==> config.mk <==
export PLATFORM = sky130hd
export DESIGN_NAME = instr_fetch_queue
export DESIGN_NICKNAME = d
export VERILOG_FILES = /design/src/rtl/instr_fetch_queue.sv
export SDC_FILE = /design/constraint.sdc
export NUM_CORES = 1
export LEC_CHECK = 0
export ABC_AREA = 1
export BUFFER_PORTS_ARGS = -buffer_cell sky130_fd_sc_hd__buf_2
export CAP_MARGIN = 5
export CORE_AREA = 2 2 150 152
export CTS_BUF_LIST = sky130_fd_sc_hd__clkbuf_16
export CTS_CLUSTER_DIAMETER = 120
export CTS_CLUSTER_SIZE = 12
export DETAILED_ROUTE_END_ITERATION = 16
export DIE_AREA = 0 0 152 154
export PLACE_DENSITY = 0.77
export SYNTH_ARGS = -nofsm -noshare
export SYNTH_HDL_FRONTEND = slang
export SYNTH_SLANG_ARGS = --single-unit
==> constraint.sdc <==
create_clock -name clk -period 9.2 [get_ports clk]
set_clock_uncertainty 0.1 [all_clocks]
set_input_delay 1.84 -clock clk [delete_from_list [all_inputs] [get_ports clk]]
set_output_delay 1.84 -clock clk [all_outputs]
set_load 0.03 [all_outputs]
==> src/rtl/instr_fetch_queue.sv <==
// Instruction fetch queue: issues reads to a synchronous instruction memory,
// captures {pc, instr} pairs into a circular buffer and hands them to decode
// over valid/ready. Stalls the PC when every slot is reserved and flushes on
// a redirect.
module instr_fetch_queue #(
    parameter int unsigned DEPTH    = 4,
    parameter logic [31:0] RESET_PC = 32'h0000_3000
) (
    input  logic                         clk,
    input  logic                         rst,
    input  logic [31:0]                  pc_i,
    output logic                         pc_stall,
    output logic                         im_en,
    output logic [31:0]                  im_addr,
    input  logic [31:0]                  im_rdata,
    input  logic                         redirect,
    output logic                         out_valid,
    input  logic                         out_ready,
    output logic [31:0]                  out_instr,
    output logic [31:0]                  out_pc,
    output logic [$clog2(DEPTH):0]       count
);

    localparam int unsigned AW = $clog2(DEPTH);
    localparam int unsigned CW = AW + 1;
    localparam int unsigned SW = CW + 1;

    typedef struct packed {
        logic [31:0] pc;
        logic [31:0] instr;
    } entry_t;

    // Elaboration-time sanity on the parameters.
    if ((DEPTH < 2) || ((DEPTH & (DEPTH - 1)) != 0)) begin : g_bad_depth
        $error("instr_fetch_queue: DEPTH must be a power of two >= 2");
    end
    if (RESET_PC[1:0] != 2'b00) begin : g_bad_reset_pc
        $error("instr_fetch_queue: RESET_PC must be word aligned");
    end

    entry_t          mem [DEPTH];
    logic [AW-1:0]   rd_ptr;
    logic [AW-1:0]   wr_ptr;
    logic [CW-1:0]   count_q;
    logic            inflight_v;
    logic [31:0]     inflight_pc;

    logic            pop;
    logic            capture;
    logic            issue_ok;
    logic [SW-1:0]   occupancy;

    // Slot accounting: buffered + in-flight - leaving this cycle must leave room.
    always_comb begin
        pop       = out_valid & out_ready;
        capture   = inflight_v & ~redirect;
        occupancy = SW'(count_q) + SW'(inflight_v) - SW'(pop);
        issue_ok  = occupancy < SW'(DEPTH);
    end

    // Memory strobe and PC hold; redirect and reset never stall the PC.
    always_comb begin
        im_en    = 1'b0;
        pc_stall = 1'b0;
        im_addr  = pc_i;
        if (!rst && !redirect) begin
            im_en    = issue_ok;
            pc_stall = ~issue_ok;
        end
    end

    // Head entry presented to decode; zeroed when empty.
    always_comb begin
        out_valid = (count_q != '0);
        out_instr = '0;
        out_pc    = '0;
        if (out_valid) begin
            out_instr = mem[rd_ptr].instr;
            out_pc    = mem[rd_ptr].pc;
        end
        count = count_q;
    end

    // Queue pointers, occupancy and in-flight tracking.
    always_ff @(posedge clk) begin
        if (rst || redirect) begin
            rd_ptr      <= '0;
            wr_ptr      <= '0;
            count_q     <= '0;
            inflight_v  <= 1'b0;
            inflight_pc <= '0;
        end else begin
            if (capture) begin
                wr_ptr <= wr_ptr + AW'(1);
            end
            if (pop) begin
                rd_ptr <= rd_ptr + AW'(1);
            end
            count_q    <= count_q + CW'(capture) - CW'(pop);
            inflight_v <= issue_ok;
            if (issue_ok) begin
                inflight_pc <= pc_i;
            end
        end
    end

    // Entry storage; returned word is paired with the address that fetched it.
    always_ff @(posedge clk) begin
        if (!rst && capture) begin
            mem[wr_ptr] <= '{pc: inflight_pc, instr: im_rdata};
        end
    end

    // A capture into a full queue means the slot reservation is broken.
    a_no_overflow : assert property (@(posedge clk) disable iff (rst)
        !(capture && !pop && (count_q == CW'(DEPTH))));

endmodule

==> flow_summary.json <==
{
  "status": "complete, no violations",
  "slew_violations": 0,
  "num_rows": 54,
  "r2r-end": "inflight_pc[16]",
  "drc": 0,
  "ys_seq_area_share_pct": 70.8,
  "arrival_ns": 3.88,
  "critPathLaunchType": "primary input",
  "reg2regPathDepth": 15,
  "period_minus_slack_ns": 5.82,
  "dp_hpwl_um": 13300,
  "critical_path.top_delay_family": "simple AND/OR/NAND/NOR gates",
  "die_area_um2": 23400,
  "criticalPathCategory": "in -> out",
  "drtIter0Drc": 654,
  "syn_area_um2": 12000,
  "worstSkewPairLatency_ns": 0.53,
  "core_area_um2": 21700,
  "whs_ns": 0.371,
  "grt_pass1_wl_um": 38300,
  "cts-buffers-inserted": 28,
  "rsz0062_at_grt": "no",
  "critical_path_depth": 14,
  "yosys_register_bits": 298,
  "cts-root-buf": "clkbuf_16",
  "grt_use_total_pct": 20.5,
  "ctsHoldBuffers": 0,
  "wl_met1_um": 10900,
  "ant_nets": 0,
  "drive_above_1_share_pct": 22.3,
  "yosysUniqueCellTypes": 25,
  "cp_max_fo": 34,
  "start_util_pct": 55.5,
  "powerDensity_nw_per_um2": 202,
  "placed_cells": 1376,
  "drv_cap": 0,
  "final_cells": 1428,
  "vias": 7790,
  "antenna_cells": 0,
  "yosys_warnings": 0,
  "avgSynthCellArea_um2": 11.9,
  "routabilityCongestion": 0.823,
  "cts_resized": 0,
  "hp-class": "reg -> reg",
  "internal_power_w": 0.00211,
  "synth_nets": 1089,
  "io_buffers": 169,
  "power.clock.fraction_pct": 36.7,
  "finalSetupViolations": 0,
  "endpoint": "im_en",
  "viasPerCell": 5.46,
  "grt_pass1_vias": 7262,
  "tightestPinTransition_ns": 1.15,
  "post_cts_buffers": 0,
  "cts_tree": "yes",
  "die_w_um": 152,
  "met3WireLength_um": 1610,
  "final_hold_viol_count": 0,
  "nets": 1202,
  "crit_buf_inv": 4,
  "worstPathRequired_ns": 7.26,
  "postSynthCellCount": 1013,
  "max_stage_delay_ns": 0.31,
  "routed_wirelength_um": 24700,
  "top_layer": "met4",
  "p_comb_share_pct": 8.2,
  "worstHoldStart": "rd_ptr[1]",
  "crit_top_cell": "nand2_1",
  "finalCritPeriodShare_pct": 63.3,
  "cp-startpoint": "out_ready",
  "final_common_cell": "nor2_1",
  "clkTransAtPathRegs_ns": 0.06,
  "clock_sinks": 298,
  "layout_common_cells": "260 x nor2_1, 256 x edfxtp_1, 169 x buf_2",
  "relSlewSlack_pct": 23.1,
  "clock_path_buffers": 3,
  "pin_count": 170,
  "h-tree-depth": 1,
  "end_kind": "primary output",
  "ir_drop_mv": 0.140,
  "setup_tns_ns": 0,
  "dr_wl_met2_um": 11700,
  "r2r_start": "count[0]",
  "fp.dieH_um": 154,
  "area_delta_synth_final_pct": 13.1,
  "p_leak_nw": 5.18,
  "grt_max_degree": 129,
  "ff2ff_setup_slack_ns": 6.52,
  "p_sw_w": 0.000643,
  "firstDrtPassIters": 5,
  "path_cells": "buf_2 -> nand2_2 -> inv_1 -> nand2_1 -> ha_1 -> nand2_1 -> inv_1 -> nand4_1 -> nand2_1 -> nand2_2 -> nand2_4 -> nand2_8 -> nor2_2 -> buf_2",
  "wire_per_inst_um": 17.3,
  "gr-total-overflow": 0,
  "seqPwrFrac_pct": 55.1,
  "antenna_found_initial": 0,
  "max_clock_freq_ghz": 0.172,
  "slowest_stage": "nand2_4",
  "swShare_pct": 23.3
}
## flip-flops by register name, indices dropped and copies added, names as in the netlist, named ones only
register and cells:
inflight_pc 32, mem 256, inflight_v 1, rd_ptr 2, count 3, wr_ptr 2
## power groups by stage
stage | Combinational [W] | Sequential [W] | Clock [W]
floorplan | 0.000175 | 0.00154 | 0
finish | 0.000226 | 0.00152 | 0.00101
global route | 0.000245 | 0.00152 | 0.00108
global placement | 0.000223 | 0.00155 | 0
detailed placement | 0.000227 | 0.00155 | 0
CTS | 0.000228 | 0.00152 | 0.00103
## layer usage
metal,vias up,GRT usage [%]
met4,0,5.61
li1,3759,-
met5,-,0
met2,278,33.8
met1,3716,29.0
met3,37,2.99
## stage by stage
step | worst slack, ns | total power (W) | util, % | instance area, um^2
2_1_floorplan | 3.39 | 0.00172 | - | 12000
3_3_place_gp | 3.50 | 0.00177 | 59.1 | 12800
3_5_place_dp | 3.42 | 0.00178 | 59.1 | 12800
4_1_cts | 3.41 | 0.00278 | 62.8 | 13600
5_1_grt | 3.20 | 0.00285 | 62.8 | 13600
6_report | 3.38 | 0.00276 | 62.8 | 13600
## area by class of cell
cell class	count	area, um^2
flip-flops and latches	298	8530
fillers	1677	8060
multi-input cells	598	2930
repair buffers	178	913
clock buffers	29	726
well taps	280	350
inverters	22	87.6
clock inverters	23	86.3
## worst min-delay path: stages, from the launching register on
cell     delay, ns
dfxtp_1       0.30
inv_1         0.06
a21oi_1       0.07
## Yosys cell counts, drive strengths merged
cell	count	area, um^2
nand3	36	320
edfxtp	256	7690
nand4	34	213
ha	7	87.6
nor2	267	1010
o21ai	132	661
nand2	49	218
xnor2	1	8.76
clkbuf	27	101
inv	22	85.1
buf	68	438
dfxtp	42	841
a21oi	71	355
fa	1	20.0
## how the worst min path moves through the flow
stage,end,slack (ns),cells past startpoint
floorplan,register,0.34,2
global placement,register,0.35,2
global route,register,0.40,2
finish,register,0.37,2
CTS,register,0.37,2
detailed placement,register,0.37,2
## kinds of logic (layout without fill, tap and decap cells)
| logic type | Yosys count | in the layout | share of synthesized area (%) |
|---|---|---|---|
| and+or+nand+nor | 386 | 386 | 14.6 |
| DFF | 298 | 298 | 70.8 |
| AOI/OAI and AO/OA | 203 | 203 | 8.44 |
| buffers and inverters | 117 | 252 | 5.18 |
| adders and majority gates | 8 | 8 | 0.893 |
| xor gates and xnor gates | 1 | 1 | 0.0727 |
Note: power is estimated with default switching activity, not from simulation.
